### src/rtl/roce_dma_rd_splitter_pkg.sv
// Shared types and chunk arithmetic for the RoCE DMA read splitter.
package roce_dma_rd_splitter_pkg;

    localparam int unsigned PAGE_BYTES = 4096;

    typedef struct packed {
        logic [31:0] len;
        logic [63:0] addr;
    } mem_cmd_t;

    typedef enum logic {StIdle, StSplit} split_state_e;

    // min(rem, max_burst, bytes left in the current 4 KiB page), 33-bit wide.
    function automatic logic [32:0] chunk_len(input logic [31:0] rem,
                                              input logic [11:0] page_off,
                                              input logic [32:0] max_burst);
        logic [32:0] page_left;
        logic [32:0] c;
        page_left = 33'(PAGE_BYTES) - {21'd0, page_off};
        c = {1'b0, rem};
        if (max_burst < c) c = max_burst;
        if (page_left < c) c = page_left;
        return c;
    endfunction

endpackage

### src/rtl/roce_dma_rd_splitter_fifo.sv
// 1-bit first-word-fall-through FIFO holding the "last sub-command" flag per issued read.
module roce_rd_last_fifo #(
    parameter int unsigned DEPTH = 16,
    localparam int unsigned PTR_W = (DEPTH > 1) ? $clog2(DEPTH) : 1,
    localparam int unsigned CNT_W = $clog2(DEPTH) + 1
) (
    input  logic             clk_i,
    input  logic             rst_i,
    input  logic             push_i,
    input  logic             data_i,
    input  logic             pop_i,
    output logic             data_o,
    output logic             full_o,
    output logic             empty_o,
    output logic [CNT_W-1:0] count_o
);

    logic [DEPTH-1:0] mem_q;
    logic [PTR_W-1:0] wr_ptr_q, rd_ptr_q;
    logic [CNT_W-1:0] count_q;
    logic             push_ok, pop_ok;

    assign full_o  = (count_q == CNT_W'(DEPTH));
    assign empty_o = (count_q == '0);
    assign count_o = count_q;
    assign data_o  = mem_q[rd_ptr_q];
    assign pop_ok  = pop_i && !empty_o;
    // A full FIFO still accepts a push when an entry leaves in the same cycle.
    assign push_ok = push_i && (!full_o || pop_ok);

    always_ff @(posedge clk_i) begin
        if (rst_i) begin
            mem_q    <= '0;
            wr_ptr_q <= '0;
            rd_ptr_q <= '0;
            count_q  <= '0;
        end else begin
            if (push_ok) begin
                mem_q[wr_ptr_q] <= data_i;
                wr_ptr_q <= (wr_ptr_q == PTR_W'(DEPTH - 1)) ? '0 : wr_ptr_q + 1'b1;
            end
            if (pop_ok) begin
                rd_ptr_q <= (rd_ptr_q == PTR_W'(DEPTH - 1)) ? '0 : rd_ptr_q + 1'b1;
            end
            case ({push_ok, pop_ok})
                2'b10:   count_q <= count_q + 1'b1;
                2'b01:   count_q <= count_q - 1'b1;
                default: count_q <= count_q;
            endcase
        end
    end

endmodule

### src/rtl/roce_dma_rd_splitter.sv
// Splits RoCE read commands at 4 KiB / MAX_BURST boundaries and re-merges the DMA data tlast.
module roce_dma_rd_splitter
    import roce_dma_rd_splitter_pkg::*;
#(
    parameter int unsigned DATA_W      = 512,
    parameter int unsigned DEST_W      = 4,
    parameter int unsigned MAX_BURST   = 4096,
    parameter int unsigned OUTSTANDING = 16,
    localparam int unsigned KEEP_W     = DATA_W / 8,
    localparam int unsigned CNT_W      = $clog2(OUTSTANDING) + 1
) (
    input  logic              net_clk,
    input  logic              net_rst,
    input  logic              s_cmd_valid,
    output logic              s_cmd_ready,
    input  logic [95:0]       s_cmd_data,
    input  logic [DEST_W-1:0] s_cmd_dest,
    output logic              m_cmd_valid,
    input  logic              m_cmd_ready,
    output logic [95:0]       m_cmd_data,
    output logic [DEST_W-1:0] m_cmd_dest,
    input  logic              s_rd_valid,
    output logic              s_rd_ready,
    input  logic [DATA_W-1:0] s_rd_data,
    input  logic [KEEP_W-1:0] s_rd_keep,
    input  logic              s_rd_last,
    output logic              m_rd_valid,
    input  logic              m_rd_ready,
    output logic [DATA_W-1:0] m_rd_data,
    output logic [KEEP_W-1:0] m_rd_keep,
    output logic              m_rd_last,
    output logic [CNT_W-1:0]  outstanding,
    output logic              err_orphan_data
);

    split_state_e      state_q;
    mem_cmd_t          cmd_q;
    logic [DEST_W-1:0] dest_q;
    logic              s_cmd_ready_q;
    logic              err_q;

    logic [32:0] chunk;
    logic        last_sub, cmd_push;
    logic        fifo_full, fifo_empty, flag_head, fifo_pop;
    logic        rd_last_hs, orphan;

    assign chunk       = chunk_len(cmd_q.len, cmd_q.addr[11:0], 33'(MAX_BURST));
    assign last_sub    = ({1'b0, cmd_q.len} == chunk);
    assign m_cmd_valid = (state_q == StSplit) && !fifo_full;
    assign m_cmd_data  = {chunk[31:0], cmd_q.addr};
    assign m_cmd_dest  = dest_q;
    assign cmd_push    = m_cmd_valid && m_cmd_ready;
    assign s_cmd_ready = s_cmd_ready_q;

    always_ff @(posedge net_clk) begin
        if (net_rst) begin
            state_q       <= StIdle;
            cmd_q         <= '0;
            dest_q        <= '0;
            s_cmd_ready_q <= 1'b0;
            err_q         <= 1'b0;
        end else begin
            if (orphan) err_q <= 1'b1;
            case (state_q)
                StIdle: begin
                    s_cmd_ready_q <= 1'b1;
                    if (s_cmd_valid && s_cmd_ready_q) begin
                        cmd_q  <= s_cmd_data;
                        dest_q <= s_cmd_dest;
                        // Zero-length commands are swallowed without any sub-command.
                        if (s_cmd_data[95:64] != 32'd0) begin
                            state_q       <= StSplit;
                            s_cmd_ready_q <= 1'b0;
                        end
                    end
                end
                StSplit: begin
                    if (cmd_push) begin
                        cmd_q.addr <= cmd_q.addr + 64'(chunk);
                        cmd_q.len  <= cmd_q.len - chunk[31:0];
                        if (last_sub) begin
                            state_q       <= StIdle;
                            s_cmd_ready_q <= 1'b1;
                        end
                    end
                end
                default: state_q <= StIdle;
            endcase
        end
    end

    assign m_rd_valid = s_rd_valid;
    assign s_rd_ready = m_rd_ready;
    assign m_rd_data  = s_rd_data;
    assign m_rd_keep  = s_rd_keep;
    assign rd_last_hs = s_rd_valid && m_rd_ready && s_rd_last;
    // With nothing outstanding the DMA tlast is passed through unqualified.
    assign m_rd_last  = s_rd_last && (fifo_empty || flag_head);
    assign fifo_pop   = rd_last_hs && !fifo_empty;
    assign orphan     = rd_last_hs && fifo_empty;
    assign err_orphan_data = err_q;

    roce_rd_last_fifo #(
        .DEPTH(OUTSTANDING)
    ) u_last_fifo (
        .clk_i  (net_clk),
        .rst_i  (net_rst),
        .push_i (cmd_push),
        .data_i (last_sub),
        .pop_i  (fifo_pop),
        .data_o (flag_head),
        .full_o (fifo_full),
        .empty_o(fifo_empty),
        .count_o(outstanding)
    );

endmodule

### config.mk
export PLATFORM = sky130hd
export DESIGN_NAME = roce_dma_rd_splitter
export DESIGN_NICKNAME = d
export VERILOG_FILES = /design/src/rtl/roce_dma_rd_splitter_pkg.sv /design/src/rtl/roce_dma_rd_splitter_fifo.sv /design/src/rtl/roce_dma_rd_splitter.sv
export SDC_FILE = /design/constraint.sdc
export NUM_CORES = 1
export LEC_CHECK = 0
export ABC_AREA = 1
export BUFFER_PORTS_ARGS = -buffer_cell sky130_fd_sc_hd__buf_2
export CORE_AREA = 3 3 537 539
export DETAILED_ROUTE_END_ITERATION = 8
export DIE_AREA = 0 0 540 542
export HOLD_SLACK_MARGIN = 0.12
export PLACE_DENSITY = 0.3
export RECOVER_POWER = 50
export SLEW_MARGIN = 20
export SYNTH_ARGS = -nofsm -noshare
export SYNTH_HDL_FRONTEND = slang
export SYNTH_SLANG_ARGS = --single-unit
### constraint.sdc
create_clock -name net_clk -period 14.5 [get_ports net_clk]
set_clock_uncertainty 0.2 [all_clocks]
set_input_delay 0 -clock net_clk [delete_from_list [all_inputs] [get_ports net_clk]]
set_output_delay 0 -clock net_clk [all_outputs]
set_load 0.02 [all_outputs]
After elaboration in Yosys (flattened, before gate mapping)

Index checks and enable logic that the tools add are counted.

Bits of input ports: 683
Output and inout bits: 687
Register bits: 132
Word-level logic and storage cells: 76

Bitwise operators: 1
Reduce and logical (&&, ||, !) cells: 21
Muxes and demuxes: 23
$lt $le $gt $ge: 5
Add/subtract/negate cells: 7
Eq/ne operators: 9

Operators with widths:

| cell                                                                          | number |
|---|---|
| 96-bit 2-to-1 mux                                                             | 2 |
| 96-bit case mux with 2 select lines                                           | 1 |
| 64-bit by 33-bit adder with 64-bit output                                     | 1 |
| 32-bit by 33-bit equality test with 1-bit output                              | 1 |
| 33-bit less-than comparator                                                   | 1 |
| 33-bit 2-to-1 mux                                                             | 1 |
| 13-bit by 32-bit less-than comparator with 1-bit output, first input constant | 1 |
| 32-bit 2-to-1 mux                                                             | 1 |
| 32-bit nonzero test                                                           | 1 |
| 32-bit subtractor                                                             | 1 |
| 16-bit bitwise mux                                                            | 1 |
| 13-bit by 12-bit subtractor with 14-bit output, first input constant          | 1 |
| 1-bit logical AND                                                             | 11 |
| 4-bit by 5-bit less-than comparator with 1-bit output, second input constant  | 2 |
| 1-bit 2-to-1 mux                                                              | 10 |
| 5-bit case mux with 2 select lines                                            | 1 |
| 4-bit by 1-bit adder with 4-bit output, second input constant                 | 2 |
| 4-bit equality test, second input constant                                    | 2 |
| 4-bit 2-to-1 mux                                                              | 2 |
| 2-bit AND reduction                                                           | 3 |
| 5-bit by 1-bit adder with 5-bit output, second input constant                 | 1 |
| 5-bit equality test, second input constant                                    | 1 |
| 5-bit logical NOT                                                             | 1 |
| 5-bit by 1-bit subtractor with 5-bit output, second input constant            | 1 |
| other kinds (12)                                                              | 16 |

Depth between registers and ports, before layout

Word-level depth: 8
Gate-level depth with buffers: 36
Mapped depth without buffers: 35

Cells and area by module

Synthesis repeated with hierarchy kept, for this count alone.

Cells, all modules: 3135
Area total of the unflattened synthesis: 18906.9 um^2

Modules (own cells, without submodules):

| module               | cells each | sequential area each (um^2) | times used | area an instance (um^2) |
|---|---|---|---|---|
| roce_dma_rd_splitter | 2843       | 2062.0                      | 1          | 16985.0 |
| roce_rd_last_fifo    | 292        | 580.6                       | 1          | 1921.8 |

Least setup slack after synthesis

No wires, ideal clock.

Path type: register to register
From: reg cmd_q[78] (netlist name)
To: reg cmd_q (netlist bit m_cmd_data[60])
Setup slack: 9.719 ns
Arrival: 4.448 ns
Stages on the path, launching flop included: 34
Buffers on the path: 1
Period minus slack after synthesis: 4.781 ns
Cells stage by stage: dfxtp_1 > or2_4 > nor3_2 > nand3_1 > o31ai_2 > nand2_4 > nor2_1 > inv_1 > ha_1 > a21oi_1 > nor2_1 > a211oi_1 > o211ai_1 > a21oi_2 > buf_2 > nand3_1 > nand2_1 > ha_1 > inv_1 > fa_1 > inv_1 > nand3_1 > nand2_1 > nand2_1 > nand2_1 > nand2_1 > nand2_2 > nand2_1 > nand2_4 > nand3_1 > nand2_1 > nand3_1 > nand2_1 > a21oi_1

Word-level cells in the longest chain between the ends: 7

RTL lines:

| item                                                    | RTL line                       | source |
|---|---|---|
| start, declared                                         | roce_dma_rd_splitter.sv:37     | `mem_cmd_t cmd_q;` |
| start signal, assigned                                  | roce_dma_rd_splitter.sv:68     | `cmd_q <= s_cmd_data;` |
| 13-bit by 32-bit less-than comparator with 1-bit output | roce_dma_rd_splitter_pkg.sv:21 | `if (max_burst < c) c = max_burst;` |
| 32-bit 2-to-1 mux *                                     | roce_dma_rd_splitter_pkg.sv:21 |  |
| 33-bit less-than comparator                             | roce_dma_rd_splitter_pkg.sv:22 | `if (page_left < c) c = page_left;` |
| 33-bit 2-to-1 mux *                                     | roce_dma_rd_splitter_pkg.sv:22 |  |
| named net m_cmd_data[64]                                | roce_dma_rd_splitter.sv:20     | `output logic [95:0] m_cmd_data,` |
| 64-bit by 33-bit adder with 64-bit output *             | roce_dma_rd_splitter.sv:79     | `cmd_q.addr <= cmd_q.addr + 64'(chunk);` |
| 96-bit 2-to-1 mux *                                     | roce_dma_rd_splitter.sv:78     | `if (cmd_push) begin` |
| 96-bit case mux with 2 select lines *                   | roce_dma_rd_splitter.sv:64     | `case (state_q)` |

Mark *: on every way through the listed nets, which the timed path passes. The rest lies on a longest branch. The select of a mux whose other input is x is not followed.
A chain may end at the register's enable or synchronous reset.

Worst setup path in the final report

From: reg cmd_q[90] (netlist name)
To: reg cmd_q (netlist bit m_cmd_data[53])

Word-level cells in the longest chain between the ends: 7

RTL lines:

| item                                                    | RTL line |
|---|---|
| 13-bit by 32-bit less-than comparator with 1-bit output | roce_dma_rd_splitter_pkg.sv:21 |
| 32-bit 2-to-1 mux *                                     | roce_dma_rd_splitter_pkg.sv:21 |
| 33-bit less-than comparator                             | roce_dma_rd_splitter_pkg.sv:22 |
| 33-bit 2-to-1 mux *                                     | roce_dma_rd_splitter_pkg.sv:22 |
| 64-bit by 33-bit adder with 64-bit output *             | roce_dma_rd_splitter.sv:79 |
| 96-bit 2-to-1 mux *                                     | roce_dma_rd_splitter.sv:78 |
| 96-bit case mux with 2 select lines *                   | roce_dma_rd_splitter.sv:64 |

Every way passes the cells marked *; elsewhere a longest branch is shown, timed or not. The select of a mux whose other input is x is not followed.

==> results <==
- In the final layout, the share of cells above drive strength 1 is 0.0880.
- The critical path starts at cmd_q[90].
- On the worst path, the slowest cell contributes a delay of 0.62 ns.
- The maximum fanout along the worst path is 26.
- Based on the critical path, the design can be clocked at up to 141 MHz.
- Subtracting the final worst setup slack from the clock period gives 7.09 ns.
- The yosys synthesis warning count is 0.
- TritonCTS created 25 clock buffers.
- After clock tree synthesis, the clock-pin slew on the worst setup and hold paths is 0.08 ns.
- Among all stages on the critical path, the largest delay is contributed by a21oi_4.
- The number of failing setup endpoints in the final timing report is 0.
- The post-detailed-route wirelength per cell is 23.0 um.
- The final layout contains routed wiring with a total length of 165000 um.
- The reg-to-reg critical path startpoint is cmd_q[90].
- The first routing iteration left 1096 violations.
- The count of buffers added on input and output ports is 198.
- Across the run, the number of max-cap violations was 0.
- The half-perimeter wire length after placement is 143000 um.
- Registers take 2650 um^2.
- The normalized max-slew margin is 0.248.
- The instance area after placement is 19300 um^2.
- The sum of negative setup slack is 0 ns.
- The area of the mapped netlist is 18600 um^2.
- Counting the fill cells in the layout gives 33400.
- The maximum ir drop on the vdd rail is 0.0000636 V.
- The terminus of the critical flop-to-flop path is m_cmd_data[53].
- The pin count of the biggest net entering global routing is 54.
- The clock net sink count is 132.
- The number of nets in the layout is 4132.
- The weighted congestion at the end of routability-driven global placement is 0.855.
- The effective utilization at floorplan is 0.0652.
- At the worst endpoint, the arrival time is 7.34 ns.
- The global-route usage over all layers is 0.107.
- The power density of the placed cells is 93.9 nW/um^2.
- The residual antenna-violating net count after detailed routing is 0.
- The cell seen most often among critical-path stages is nand2_1.
- The post-synthesis to final-layout area growth is 47.8%.
- The startpoint kind of the worst setup timing path is a flop.
- For the worst flop-to-flop path, the logic depth is 29.
- The width of the chip is 540 um.
- Leaving out fill and tap cells, the most frequent cells in the layout are 731 x dlygate4sd3_1, 726 x nand2_1, 347 x inv_1.
- The total congestion overflow is 0.
- The die span in y is 542 um.
- Dividing the final minimum period by the clock period gives 0.489.
- The fraction of synthesis flops using an asynchronous set or reset pin is 0.
- The number of enable-type register cells in the synthesized netlist is 0.
- The number of antenna violations at the first check in global routing was 184.
- For the pin with the worst max-slew slack, the measured transition is 1.12 ns.
- For this run, the register share of the synthesized area comes to 0.142.
- Clock latency on the worst-skew pair, taken at its later pin, is 0.55 ns.
- The number of optimization iterations in the first detailed-route pass is 5.
- The average cell area after synthesis is 6.08 um^2.
- The flow ran to the end, and the final reports show no timing, DRC or antenna violations.
- The category of the worst setup path capture point is a flop.
- The post-cts resize count is 0.
- The first global-routing pass estimated 208000 um of wire.
- The count of pins over their slew limit is 0.
- The row count is 196.
- Across all layers, the routed design uses 21000 vias.
- The tree is rooted in a clkbuf_16.
- The via count of the first global-routing pass is 20700.
- The class of the tightest hold or removal check is input pin to flop.
- TritonCTS built the clock tree.
- STA puts the critical path data required time at 14.74 ns.
- The number of different library cells used by synthesis comes to 55.
- Setup repair after global routing left no endpoint under its margin.
- The overall power after layout is 0.00258 W.
- The count of final hold-check violations is 0.
- The I/O pin count is 1370.
- The number of H-tree levels is 4.
- In the routed design, unresolved DRC markers number 0.
- The end point of the critical path is m_cmd_data[53].
- The vias per cell is 2.93.
- The most common cell after layout, fill and taps aside is dlygate4sd3_1.
- The analysis attributes to cell leakage a power of 11.5 nW.
- No sink is reached through more buffers than the 3 on the longest clock path.
- The setup path with the least slack is of type flop to flop.
- The prevailing post-synth register cell is dfxtp_1.
- The number of storage elements in the synthesis netlist is 132.
- The reg2reg setup slack is 7.41 ns.
- The multi-input combinational cell area is 9530 um^2.
- The total non-filler cell area in the finished layout is 27400 um^2.
- The overall die area is 293000 um^2.
- Counting every instance in the synthesized netlist gives 3055.
- After floorplanning, the core was sized to cover 284000 um^2.
## what timing repair did
action | 4_1_cts | 5_1_grt
endpoints found under the hold margin | 696 | 0
buffers inserted | 0 | 0
hold buffers | 731 | 0
## where the power goes
group	switching, W	internal, W	leakage, nW	total (W)
registers	0.0000550	0.000395	1.08	0.000450
clock network	0.000254	0.000334	0.335	0.000588
logic	0.00108	0.000459	10.1	0.00154
## sequential cells by signal (all words and copies together) (netlist names), 4 cells and up
name / cells
cmd_q: 32
u_last_fifo.wr_ptr_q: 4
u_last_fifo.count_o: 5
u_last_fifo.mem_q: 16
m_cmd_dest: 4
u_last_fifo.rd_ptr_q: 4
m_cmd_data: 64
## layer usage
metal  GRT usage  share of wire  up-vias
met3      0.0328          0.087      331
met5           0        0.00077        -
li1            -              -     9633
met1       0.117           0.38     9661
met4      0.0349          0.038       20
met2       0.195           0.50     1334
## logic make-up (layout without fill, tap and decap cells)
group | after synthesis | after routing | synth area share
AND/OR/NAND/NOR | 1388 | 1388 | 0.325
buffers and inverters | 1078 | 1330 | 0.356
AO/OA/AOI/OAI | 324 | 324 | 0.0942
flip-flops | 132 | 132 | 0.142
adder cells (fa/ha/maj) | 91 | 91 | 0.0626
XOR/XNOR | 38 | 38 | 0.0179
other | 2 | 100 | 0.000405
multiplexers | 2 | 2 | 0.00108
## final cells by class
| class | count | share of cell area |
|---|---|---|
| Antenna cell | 41 | 0.00374 |
| Tap cell | 3762 | 0.172 |
| Clock inverter | 3 | 0.00164 |
| Inverter | 353 | 0.0485 |
| Clock buffer | 30 | 0.0239 |
| Multi-Input combinational cell | 1902 | 0.347 |
| Timing Repair Buffer | 944 | 0.307 |
| Sequential cell | 132 | 0.0965 |
## Yosys cell counts (3+ instances only)
cell type / number / area, um^2
buf_2: 12 / 60.1
or2_2: 18 / 113
o211ai_1: 4 / 30.0
o21ai_0: 111 / 556
xnor2_1: 5 / 43.8
nor2_1: 239 / 897
nand4_1: 43 / 269
buf_6: 8 / 90.1
nor4_1: 18 / 113
xor2_1: 33 / 289
o21ai_1: 3 / 15.0
nand3_1: 250 / 1250
nor3_1: 26 / 130
nor3_2: 4 / 40.0
o21bai_1: 10 / 75.1
nor2_2: 4 / 25.0
inv_1: 347 / 1300
buf_1: 8 / 30.0
fa_1: 3 / 60.1
and2_1: 5 / 31.3
buf_4: 663 / 4980
clkbuf_1: 34 / 128
inv_2: 5 / 18.8
a21oi_1: 164 / 821
dfxtp_1: 132 / 2640
nand2_1: 726 / 2730
or2_0: 20 / 125
ha_1: 88 / 1100
nand3b_1: 14 / 105
a211oi_1: 9 / 67.6
nand2_4: 4 / 45.0
a31oi_1: 5 / 31.3
a21o_1: 3 / 22.5
and3_1: 3 / 18.8
## worst max-delay path: cells and delay by family (launching register included)
| kind | cells | cell delay [ns] |
|---|---|---|
| flops | 1 | 0.36 |
| simple gates | 20 | 3.92 |
| buf+inv | 2 | 0.67 |
| fa+ha+maj | 2 | 0.70 |
| compound gates | 5 | 1.12 |
## worst min-delay path by stage
stage / end / cells after the start / start
CTS: m_cmd_data[43] / 5 / s_cmd_data[43]
finish: m_cmd_data[24] / 6 / s_cmd_data[24]
global route: m_cmd_data[24] / 6 / s_cmd_data[24]
global placement: m_rd_data[10] / 0 / s_rd_data[10]
detailed placement: m_rd_data[10] / 0 / s_rd_data[10]
floorplan: m_rd_data[0] / 1 / s_rd_data[0]
## metrics by stage
step                setup slack, ns  instances  hold slack [ns]    util
floorplan                      9.72       3112          -0.0874       -
global placement               6.95       6362           -0.200  0.0679
detailed placement             7.05       6362           -0.200  0.0679
CTS                            6.86       7126            0.127  0.0961
global route                   6.88       7154            0.157  0.0963
finish                         7.41       7167            0.169  0.0964
Note: power is estimated with default switching activity, not from simulation.
